===== src/rtl/chunked_serial_adder_if.sv =====
// Handshake and data bundle for chunked_serial_adder.
//
// Upstream (operands):   i_valid, o_ready, i_a, i_b, i_carry (and i_sub when
//                        CHUNKED_SERIAL_ADDER_SUB_EN is defined).
// Downstream (result):   o_valid, i_ready, o_sum, o_carry, o_overflow.
// Status:                o_busy.
//
// Signal names are seen from the adder: i_* are driven by the environment,
// o_* by the adder.
//
// Modports:
//   master - the environment (drives i_*, observes o_*).
//   slave  - the adder       (observes i_*, drives o_*).
//
// Optional feature macro: CHUNKED_SERIAL_ADDER_SUB_EN adds i_sub.
interface chunked_serial_adder_if #(
  parameter int unsigned WIDTH = 32
) ();

  logic             i_valid;
  logic             o_ready;
  logic [WIDTH-1:0] i_a;
  logic [WIDTH-1:0] i_b;
  logic             i_carry;
`ifdef CHUNKED_SERIAL_ADDER_SUB_EN
  logic             i_sub;
`endif
  logic             o_valid;
  logic             i_ready;
  logic [WIDTH-1:0] o_sum;
  logic             o_carry;
  logic             o_overflow;
  logic             o_busy;

  modport master (
`ifdef CHUNKED_SERIAL_ADDER_SUB_EN
    output i_sub,
`endif
    output i_valid,
    output i_a,
    output i_b,
    output i_carry,
    output i_ready,
    input  o_ready,
    input  o_valid,
    input  o_sum,
    input  o_carry,
    input  o_overflow,
    input  o_busy
  );

  modport slave (
`ifdef CHUNKED_SERIAL_ADDER_SUB_EN
    input  i_sub,
`endif
    input  i_valid,
    input  i_a,
    input  i_b,
    input  i_carry,
    input  i_ready,
    output o_ready,
    output o_valid,
    output o_sum,
    output o_carry,
    output o_overflow,
    output o_busy
  );

endinterface


===== src/rtl/chunked_serial_adder.sv =====
// Multi-cycle ripple-carry adder that processes CHUNK bits per clock.
//
// Operands are captured on an accepted i_valid/o_ready handshake. The adder
// then walks the N = WIDTH/CHUNK chunks from LSB to MSB, one chunk per edge,
// through a CHUNK-wide full-adder chain; a registered carry links the chunks.
// On the last chunk the result is loaded into o_sum/o_carry/o_overflow and
// held under o_valid until i_ready.
//
// Ports:
//   i_clk    - clock, rising edge
//   i_rst_n  - asynchronous active-low reset
//   bus      - chunked_serial_adder_if.slave:
//              i_valid/o_ready/i_a/i_b/i_carry  operand handshake
//              o_valid/i_ready/o_sum/o_carry/o_overflow  result handshake
//              o_busy  operation in progress (RUN or DONE)
//
// Optional feature macro: CHUNKED_SERIAL_ADDER_SUB_EN adds bus.i_sub; when set
// the block computes A + ~B + ~i_carry (A - B - borrow_in).
module chunked_serial_adder #(
  parameter int unsigned WIDTH = 32,
  parameter int unsigned CHUNK = 8
) (
  input logic                 i_clk,
  input logic                 i_rst_n,
  chunked_serial_adder_if.slave bus
);

  localparam int unsigned N  = WIDTH / CHUNK;
  localparam int unsigned KW = (N > 1) ? $clog2(N) : 1;
  localparam logic [KW-1:0] KLast = KW'(N - 1);

  if ((CHUNK == 0) || (CHUNK > WIDTH)) begin : g_bad_chunk
    $error("chunked_serial_adder: CHUNK must satisfy 1 <= CHUNK <= WIDTH");
  end else if ((WIDTH % CHUNK) != 0) begin : g_bad_width
    $error("chunked_serial_adder: WIDTH must be a multiple of CHUNK");
  end

  typedef enum logic [1:0] {
    StIdle,
    StRun,
    StDone
  } state_e;

  state_e state_q, state_d;

  logic [WIDTH-1:0] a_q, a_d;
  logic [WIDTH-1:0] b_q, b_d;
  logic [WIDTH-1:0] acc_q, acc_d;
  logic [WIDTH-1:0] sum_q, sum_d;
  logic             carry_q, carry_d;
  logic             cout_q, cout_d;
  logic             ovf_q, ovf_d;
  logic [KW-1:0]    k_q, k_d;

  logic [CHUNK-1:0] a_chunk;
  logic [CHUNK-1:0] b_chunk;
  logic [CHUNK-1:0] s_chunk;
  logic             chunk_cin_msb;  // carry into the top bit of this chunk
  logic             chunk_cout;

  logic             accept;
  logic             last_chunk;
  logic             b_inv;          // subtract: invert B and the carry-in

  assign accept     = (state_q == StIdle) && bus.i_valid;
  assign last_chunk = (k_q == KLast);

`ifdef CHUNKED_SERIAL_ADDER_SUB_EN
  assign b_inv = bus.i_sub;
`else
  assign b_inv = 1'b0;
`endif

  // ---------------------------------------------------------------------------
  // FSM: state register
  // ---------------------------------------------------------------------------
  always_ff @(posedge i_clk or negedge i_rst_n) begin
    if (!i_rst_n) begin
      state_q <= StIdle;
    end else begin
      state_q <= state_d;
    end
  end

  // ---------------------------------------------------------------------------
  // FSM: next state
  // ---------------------------------------------------------------------------
  always_comb begin
    state_d = state_q;
    unique case (state_q)
      StIdle: if (bus.i_valid) state_d = StRun;
      StRun:  if (last_chunk)  state_d = StDone;
      StDone: if (bus.i_ready) state_d = StIdle;
      default: state_d = StIdle;
    endcase
  end

  // ---------------------------------------------------------------------------
  // FSM: outputs
  // ---------------------------------------------------------------------------
  always_comb begin
    bus.o_ready    = (state_q == StIdle);
    bus.o_valid    = (state_q == StDone);
    bus.o_busy     = (state_q != StIdle);
    bus.o_sum      = sum_q;
    bus.o_carry    = cout_q;
    bus.o_overflow = ovf_q;
  end

  // ---------------------------------------------------------------------------
  // Chunk select: pick bits k*CHUNK +: CHUNK of the captured operands.
  // ---------------------------------------------------------------------------
  always_comb begin
    a_chunk = '0;
    b_chunk = '0;
    for (int unsigned i = 0; i < N; i++) begin
      if (k_q == KW'(i)) begin
        a_chunk = a_q[i*CHUNK +: CHUNK];
        b_chunk = b_q[i*CHUNK +: CHUNK];
      end
    end
  end

  // ---------------------------------------------------------------------------
  // CHUNK-wide ripple of full-adder cells fed by the registered carry.
  // ---------------------------------------------------------------------------
  always_comb begin
    logic c;
    c             = carry_q;
    s_chunk       = '0;
    chunk_cin_msb = carry_q;
    for (int unsigned j = 0; j < CHUNK; j++) begin
      if (j == CHUNK - 1) chunk_cin_msb = c;
      s_chunk[j] = a_chunk[j] ^ b_chunk[j] ^ c;
      c          = (a_chunk[j] & b_chunk[j]) | (c & (a_chunk[j] ^ b_chunk[j]));
    end
    chunk_cout = c;
  end

  // ---------------------------------------------------------------------------
  // Datapath next state
  // ---------------------------------------------------------------------------
  always_comb begin
    a_d     = a_q;
    b_d     = b_q;
    acc_d   = acc_q;
    sum_d   = sum_q;
    carry_d = carry_q;
    cout_d  = cout_q;
    ovf_d   = ovf_q;
    k_d     = k_q;

    if (accept) begin
      a_d     = bus.i_a;
      b_d     = b_inv ? ~bus.i_b : bus.i_b;
      carry_d = b_inv ^ bus.i_carry;
      k_d     = '0;
    end else if (state_q == StRun) begin
      for (int unsigned i = 0; i < N; i++) begin
        if (k_q == KW'(i)) acc_d[i*CHUNK +: CHUNK] = s_chunk;
      end
      carry_d = chunk_cout;
      k_d     = k_q + KW'(1);
      if (last_chunk) begin
        sum_d  = acc_d;
        cout_d = chunk_cout;
        // Signed overflow: carry into the MSB differs from carry out of it.
        ovf_d  = chunk_cin_msb ^ chunk_cout;
      end
    end
  end

  // ---------------------------------------------------------------------------
  // Datapath registers
  // ---------------------------------------------------------------------------
  always_ff @(posedge i_clk or negedge i_rst_n) begin
    if (!i_rst_n) begin
      a_q     <= '0;
      b_q     <= '0;
      acc_q   <= '0;
      sum_q   <= '0;
      carry_q <= 1'b0;
      cout_q  <= 1'b0;
      ovf_q   <= 1'b0;
      k_q     <= '0;
    end else begin
      a_q     <= a_d;
      b_q     <= b_d;
      acc_q   <= acc_d;
      sum_q   <= sum_d;
      carry_q <= carry_d;
      cout_q  <= cout_d;
      ovf_q   <= ovf_d;
      k_q     <= k_d;
    end
  end

endmodule


===== src/flat_wrapper.sv =====
// flat-port wrapper written by rule: the top's interface ports become plain ports
module chunked_serial_adder_flat 
#(
  parameter int unsigned WIDTH = 32,
  parameter int unsigned CHUNK = 8
)
  (i_clk, i_rst_n, bus_i_valid, bus_i_a, bus_i_b, bus_i_carry, bus_i_ready, bus_o_ready, bus_o_valid, bus_o_sum, bus_o_carry, bus_o_overflow, bus_o_busy);
  chunked_serial_adder_if #(.WIDTH(WIDTH)) bus_i ();
  input logic i_clk;
  input logic i_rst_n;
  input wire logic [$bits(bus_i.i_valid)-1:0] bus_i_valid;
  input wire logic [$bits(bus_i.i_a)-1:0] bus_i_a;
  input wire logic [$bits(bus_i.i_b)-1:0] bus_i_b;
  input wire logic [$bits(bus_i.i_carry)-1:0] bus_i_carry;
  input wire logic [$bits(bus_i.i_ready)-1:0] bus_i_ready;
  output wire logic [$bits(bus_i.o_ready)-1:0] bus_o_ready;
  output wire logic [$bits(bus_i.o_valid)-1:0] bus_o_valid;
  output wire logic [$bits(bus_i.o_sum)-1:0] bus_o_sum;
  output wire logic [$bits(bus_i.o_carry)-1:0] bus_o_carry;
  output wire logic [$bits(bus_i.o_overflow)-1:0] bus_o_overflow;
  output wire logic [$bits(bus_i.o_busy)-1:0] bus_o_busy;
  assign bus_i.i_valid = bus_i_valid;
  assign bus_i.i_a = bus_i_a;
  assign bus_i.i_b = bus_i_b;
  assign bus_i.i_carry = bus_i_carry;
  assign bus_i.i_ready = bus_i_ready;
  assign bus_o_ready = bus_i.o_ready;
  assign bus_o_valid = bus_i.o_valid;
  assign bus_o_sum = bus_i.o_sum;
  assign bus_o_carry = bus_i.o_carry;
  assign bus_o_overflow = bus_i.o_overflow;
  assign bus_o_busy = bus_i.o_busy;
  chunked_serial_adder #(.WIDTH(WIDTH), .CHUNK(CHUNK)) u_core (.i_clk(i_clk), .i_rst_n(i_rst_n), .bus(bus_i));
endmodule

===== config.mk =====
export PLATFORM = sky130hd
export DESIGN_NAME = chunked_serial_adder_flat
export DESIGN_NICKNAME = d
export VERILOG_FILES = /design/src/rtl/chunked_serial_adder_if.sv /design/src/rtl/chunked_serial_adder.sv /design/src/flat_wrapper.sv
export SDC_FILE = /design/constraint.sdc
export NUM_CORES = 1
export LEC_CHECK = 0
export BUFFER_PORTS_ARGS = -buffer_cell sky130_fd_sc_hd__buf_2
export CORE_MARGIN = 2
export CORE_UTILIZATION = 52
export CTS_BUF_LIST = sky130_fd_sc_hd__clkbuf_4
export DETAILED_ROUTE_END_ITERATION = 10
export PLACE_DENSITY_LB_ADDON = 0.25
export SLEW_MARGIN = 10
export SYNTH_ARGS = -nofsm -noshare
export SYNTH_HDL_FRONTEND = slang
export SYNTH_SLANG_ARGS = --single-unit

===== constraint.sdc =====
create_clock -name i_clk -period 4.7 [get_ports i_clk]
set_input_delay 0.47 -clock i_clk [delete_from_list [all_inputs] [get_ports i_clk]]
set_output_delay 0.47 -clock i_clk [all_outputs]
set_load 0.01 [all_outputs]

==> flow_summary.html <==
<table>
<tr><th>Metric</th><th>Value</th></tr>
<tr><th colspan="2">Synthesis</th></tr>
<tr><td>Share of cell area taken by muxes after synthesis</td><td>21.4%</td></tr>
<tr><td>Number of distinct library cells after synthesis</td><td>31</td></tr>
<tr><td>Seq cells post-synth</td><td>127</td></tr>
<tr><td>Synth Warn #</td><td>0</td></tr>
<tr><td>Area fraction in and, or, nand and nor cells after synthesis</td><td>6.41%</td></tr>
<tr><td>Gate Count Post-Synth</td><td>465</td></tr>
<tr><td>Post-synthesis cell area</td><td>5920 um^2</td></tr>
<tr><td>Portion of synthesized cell area occupied by the leading cell type</td><td>53.7%</td></tr>
<tr><td>Syn Area/Cell</td><td>12.7 um^2</td></tr>
<tr><td>Proportion of synthesized chip area in sequential cells</td><td>53.7%</td></tr>
<tr><td>Largest family of logic cells by synthesized area</td><td>multiplexers</td></tr>
<tr><td>Post-synthesis share of cell area spent on full adders, half adders and majority gates</td><td>3.55%</td></tr>
<tr><td>Xor/xnor share of the synthesized area</td><td>0.148%</td></tr>
<tr><td>Top cells by area, synth</td><td>sky130_fd_sc_hd__dfrtp_1, sky130_fd_sc_hd__mux2_4, sky130_fd_sc_hd__o21ai_0</td></tr>
<tr><td>Synth Area in Compound Gates</td><td>9.68%</td></tr>
<tr><td>Cell type with the largest total area after synthesis</td><td>sky130_fd_sc_hd__dfrtp_1</td></tr>
<tr><td>Post-Synthesis Net Count</td><td>546</td></tr>
<tr><th colspan="2">GRT</th></tr>
<tr><td>Aggregate global-route resource usage</td><td>20.1%</td></tr>
<tr><td>Number of global-route vias before repair</td><td>3917</td></tr>
<tr><td>First-pass GRT wire length</td><td>19700 um</td></tr>
<tr><td>Global route total overflow</td><td>0</td></tr>
<tr><td>Largest net degree at the start of global routing</td><td>85</td></tr>
<tr><td>Number of antenna violations at the first check in global routing</td><td>0</td></tr>
<tr><th colspan="2">Setup path</th></tr>
<tr><td>CP top delay family</td><td>adder cells</td></tr>
<tr><td>R2r endpoint</td><td>u_core.bus.o_sum[31]</td></tr>
<tr><td>Internal reg-to-reg setup slack</td><td>0.19 ns</td></tr>
<tr><td>Critical path startpoint category</td><td>flop</td></tr>
<tr><td>Critical R2R Launch</td><td>u_core.k_q[0]</td></tr>
<tr><td>Depth of the worst register-to-register path</td><td>17</td></tr>
<tr><td>Largest stage delay, worst path</td><td>0.49 ns</td></tr>
<tr><td>Classification of the worst setup path</td><td>reg2reg</td></tr>
<tr><td>Worst path cell trace</td><td>inv_2, ha_2, nor2_1, o211ai_1, o221ai_2, fa_2, fa_2, fa_2, fa_2, fa_2, inv_1, fa_1, inv_1, fa_1, inv_1, fa_2, mux2_2</td></tr>
<tr><td>Worst-path maximum fanout</td><td>7</td></tr>
<tr><td>WP data required</td><td>5.10 ns</td></tr>
<tr><td>Crit path top cell by count</td><td>sky130_fd_sc_hd__fa_2</td></tr>
<tr><td>Worst path slowest cell</td><td>sky130_fd_sc_hd__fa_2</td></tr>
<tr><td>Worst setup EP type</td><td>flop</td></tr>
<tr><td>Buffer and inverter count on the worst path</td><td>4</td></tr>
<tr><td>Arr. time, crit path</td><td>4.91 ns</td></tr>
<tr><th colspan="2">Timing</th></tr>
<tr><td>Max Clk Rate</td><td>222 MHz</td></tr>
<tr><td>Largest clock skew in the final design</td><td>0.0194 ns</td></tr>
<tr><td>Final critical-path required period</td><td>4.51 ns</td></tr>
<tr><td>Period Utilization, post-route</td><td>95.9%</td></tr>
<tr><td>Worst Tran Pin Value</td><td>1.15 ns</td></tr>
<tr><td>Hold slack final</td><td>0.130 ns</td></tr>
<tr><td>Setup repair after global routing missed its margin</td><td>false</td></tr>
<tr><td>Setup violations, final</td><td>0</td></tr>
<tr><td>Number of pins exceeding their max-slew limit in the final report</td><td>0</td></tr>
<tr><td>Rel. slew slack</td><td>23.6%</td></tr>
<tr><td>Number of endpoints with negative hold slack in the final report</td><td>0</td></tr>
<tr><th colspan="2">Clocking</th></tr>
<tr><td>CTS Buf Count</td><td>17</td></tr>
<tr><td>Reg clk slew, reported paths</td><td>0.11 ns</td></tr>
<tr><td>Maximum buffer depth of the clock tree</td><td>2</td></tr>
<tr><td>Clock tree from TritonCTS</td><td>built</td></tr>
<tr><td>Htree depth</td><td>4</td></tr>
<tr><td>Clk sinks</td><td>127</td></tr>
<tr><td>Source-to-sink clock delay at the later pin of the worst-skew pair</td><td>0.51 ns</td></tr>
<tr><td>CTS root buf</td><td>sky130_fd_sc_hd__clkbuf_4</td></tr>
<tr><th colspan="2">Place</th></tr>
<tr><td>Final weighted congestion of routability-driven global placement</td><td>0.747</td></tr>
<tr><td>Placed Instance Area</td><td>6510 um^2</td></tr>
<tr><td>Count of buffers inserted at the top-level ports</td><td>105</td></tr>
<tr><td>Post-DP HPWL</td><td>8310 um</td></tr>
<tr><th colspan="2">Routing</th></tr>
<tr><td>Detail-routed net length per standard cell</td><td>16.2 um</td></tr>
<tr><td>Final wirelength</td><td>11800 um</td></tr>
<tr><td>Number of optimization iterations in the first detailed-route pass</td><td>4</td></tr>
<tr><td>Vias per cell</td><td>5.22</td></tr>
<tr><td>Vias</td><td>3802</td></tr>
<tr><td>Drt initial violations</td><td>210</td></tr>
<tr><td>Residual DRC count</td><td>0</td></tr>
<tr><td>Detail Route Antenna Nets</td><td>0</td></tr>
<tr><th colspan="2">Floorplanning</th></tr>
<tr><td>Core ar.</td><td>11000 um^2</td></tr>
<tr><td>Starting density of the core</td><td>53.9%</td></tr>
<tr><td>Chip width</td><td>111 um</td></tr>
<tr><td>I/O pin total</td><td>106</td></tr>
<tr><td>Total number of placement rows</td><td>38</td></tr>
<tr><td>Chip height</td><td>111 um</td></tr>
<tr><td>Area of the die</td><td>12200 um^2</td></tr>
<tr><th colspan="2">Finish</th></tr>
<tr><td>Post-route cell area</td><td>6870 um^2</td></tr>
<tr><td>Number of diodes</td><td>0</td></tr>
<tr><td>Final core utilization</td><td>62.6%</td></tr>
<tr><td>Final layout net count</td><td>657</td></tr>
<tr><td>Layout area overhead</td><td>16.1%</td></tr>
<tr><td>Layout cells sized above 1</td><td>41.4%</td></tr>
<tr><td>Number of inserted filler cells in the final layout</td><td>872</td></tr>
<tr><th colspan="2">Power</th></tr>
<tr><td>Leakage power</td><td>3.29 nW</td></tr>
<tr><td>Power Density</td><td>895 nW/um^2</td></tr>
<tr><td>Largest vdd supply drop</td><td>0.409 mV</td></tr>
<tr><th colspan="2">Status</th></tr>
<tr><td>Status</td><td>completed</td></tr>
<tr><th colspan="2">Run</th></tr>
<tr><td>Max-Cap Viols</td><td>0</td></tr>
<tr><th colspan="2">Worst hold path</th></tr>
<tr><td>Hold/Removal Path Class</td><td>in2async</td></tr>
</table>
-- cell type report --
class                   count  area, um^2  share of cell area, %
multi-input cells         292        2490                   36.3
clock buffers              19         143                   2.08
flip-flops and latches    127        3180                   46.3
repair buffers            122         656                   9.54
inverters                  16        60.1                  0.874
clock inverters            13         165                   2.40
well taps                 140         175                   2.55
-- flip-flops by register name, indices dropped and copies added (netlist names) --
register / flops
u_core.a_q: 32
u_core.acc_q: 24
u_core.b_q: 32
u_core.bus.o_carry: 1
u_core.bus.o_overflow: 1
u_core.bus.o_sum: 32
u_core.carry_q: 1
u_core.k_q: 2
u_core.state_q: 2
-- metal layers --
metal / vias to the layer above / global-route usage (%) / routed length (um)
met5: - / 0 / 0
met4: 0 / 5.92 / 111
met3: 11 / 5.25 / 604
met2: 121 / 30.2 / 5310
met1: 1810 / 29.1 / 5750
li1: 1860 / - / -
-- how the worst max path moves through the flow --
| stage | slack (ns) | from | cells past startpoint | endpoint |
|---|---|---|---|---|
| after floorplan | 0.01 | u_core.k_q[0] | 17 | u_core.acc_q[15] |
| after global placement | 0.06 | u_core.k_q[0] | 17 | u_core.acc_q[23] |
| after detailed placement | -0.02 | u_core.k_q[0] | 17 | u_core.acc_q[23] |
| after CTS | 0.007 | u_core.k_q[0] | 17 | u_core.bus.o_sum[31] |
| after global routing | 0.02 | u_core.k_q[0] | 18 | u_core.bus.o_sum[23] |
| final | 0.19 | u_core.k_q[0] | 17 | u_core.bus.o_sum[31] |
-- layout by cell type (no fill, tap or decap), types with 2 or more instances in the layout --
cell / netlist / final
sky130_fd_sc_hd__a21oi_1: 3 / 3
sky130_fd_sc_hd__a22oi_1: 5 / 5
sky130_fd_sc_hd__buf_2: 6 / 104
sky130_fd_sc_hd__buf_4: 1 / 18
sky130_fd_sc_hd__bufinv_16: 0 / 3
sky130_fd_sc_hd__clkbuf_4: 0 / 19
sky130_fd_sc_hd__clkinv_4: 0 / 4
sky130_fd_sc_hd__clkinvlp_4: 0 / 3
sky130_fd_sc_hd__dfrtp_1: 127 / 126
sky130_fd_sc_hd__fa_1: 8 / 2
sky130_fd_sc_hd__fa_2: 0 / 6
sky130_fd_sc_hd__ha_2: 0 / 2
sky130_fd_sc_hd__ha_4: 0 / 2
sky130_fd_sc_hd__inv_1: 16 / 13
sky130_fd_sc_hd__inv_2: 0 / 3
sky130_fd_sc_hd__mux2_2: 13 / 13
sky130_fd_sc_hd__mux2_4: 60 / 60
sky130_fd_sc_hd__mux2i_1: 22 / 22
sky130_fd_sc_hd__nand2_1: 74 / 74
sky130_fd_sc_hd__nand2b_1: 3 / 2
sky130_fd_sc_hd__nand3b_1: 5 / 5
sky130_fd_sc_hd__nor2_1: 3 / 3
sky130_fd_sc_hd__o211ai_1: 11 / 11
sky130_fd_sc_hd__o21ai_0: 58 / 58
sky130_fd_sc_hd__o221ai_1: 11 / 10
sky130_fd_sc_hd__o22ai_1: 4 / 4
-- cell families (layout without fill, tap and decap cells) --
kind of cell / count (synthesis) / in the layout
buffers and inverters: 46 / 170
adders and majority gates: 12 / 12
muxes: 95 / 95
xor gates and xnor gates: 1 / 1
AOI/OAI and AO/OA: 95 / 95
DFF: 127 / 127
and+or+nand+nor: 89 / 89
-- Yosys cell counts, drive strengths merged --
cell,number
ha,4
o211ai,11
clkbuf,15
o221ai,11
buf,15
o22ai,4
a221oi,1
nor2b,1
o211a,1
a21o,1
dfrtp,127
o21ai,58
mux2,73
nand2,74
and2,1
nor3b,1
xor2,1
mux2i,22
nand3b,5
nor2,4
fa,8
nand2b,3
a21oi,3
a22oi,5
inv,16
-- timing repair --
| item | in CTS | in global routing |
|---|---|---|
| gates resized for setup | 1 | 13 |
| pin swaps | 1 | 2 |
| setup buffers | 2 | 0 |
| hold buffers | 0 | 0 |
| setup endpoints to repair | 6 | 7 |
-- report_power, final --
part	leakage, nW	total (mW)	internal, mW	switching, mW
logic	1.59	3.37	1.62	1.75
clock network	0.157	0.787	0.382	0.404
registers	1.54	1.99	1.64	0.349
-- metrics by stage --
stage	TNS, ns	setup slack [ns]	power, mW	instances
final	0	0.193	6.15	729
after detailed placement	-0.0875	-0.0229	5.32	695
after floorplan	0	0.0101	4.41	465
after global routing	0	0.0235	6.67	729
after global placement	0	0.0601	5.23	695
after CTS	0	0.00723	6.14	729
-- worst reg2reg max path, delay by kind of cell, from the launching register on --
family	cells	cell delay (ns)
flops	1	0.46
compound gates	2	0.23
fa+ha+maj	9	3.04
mux	1	0.29
simple gates	1	0.09
buf+inv	4	0.31
(Power assumes the default switching activity.)
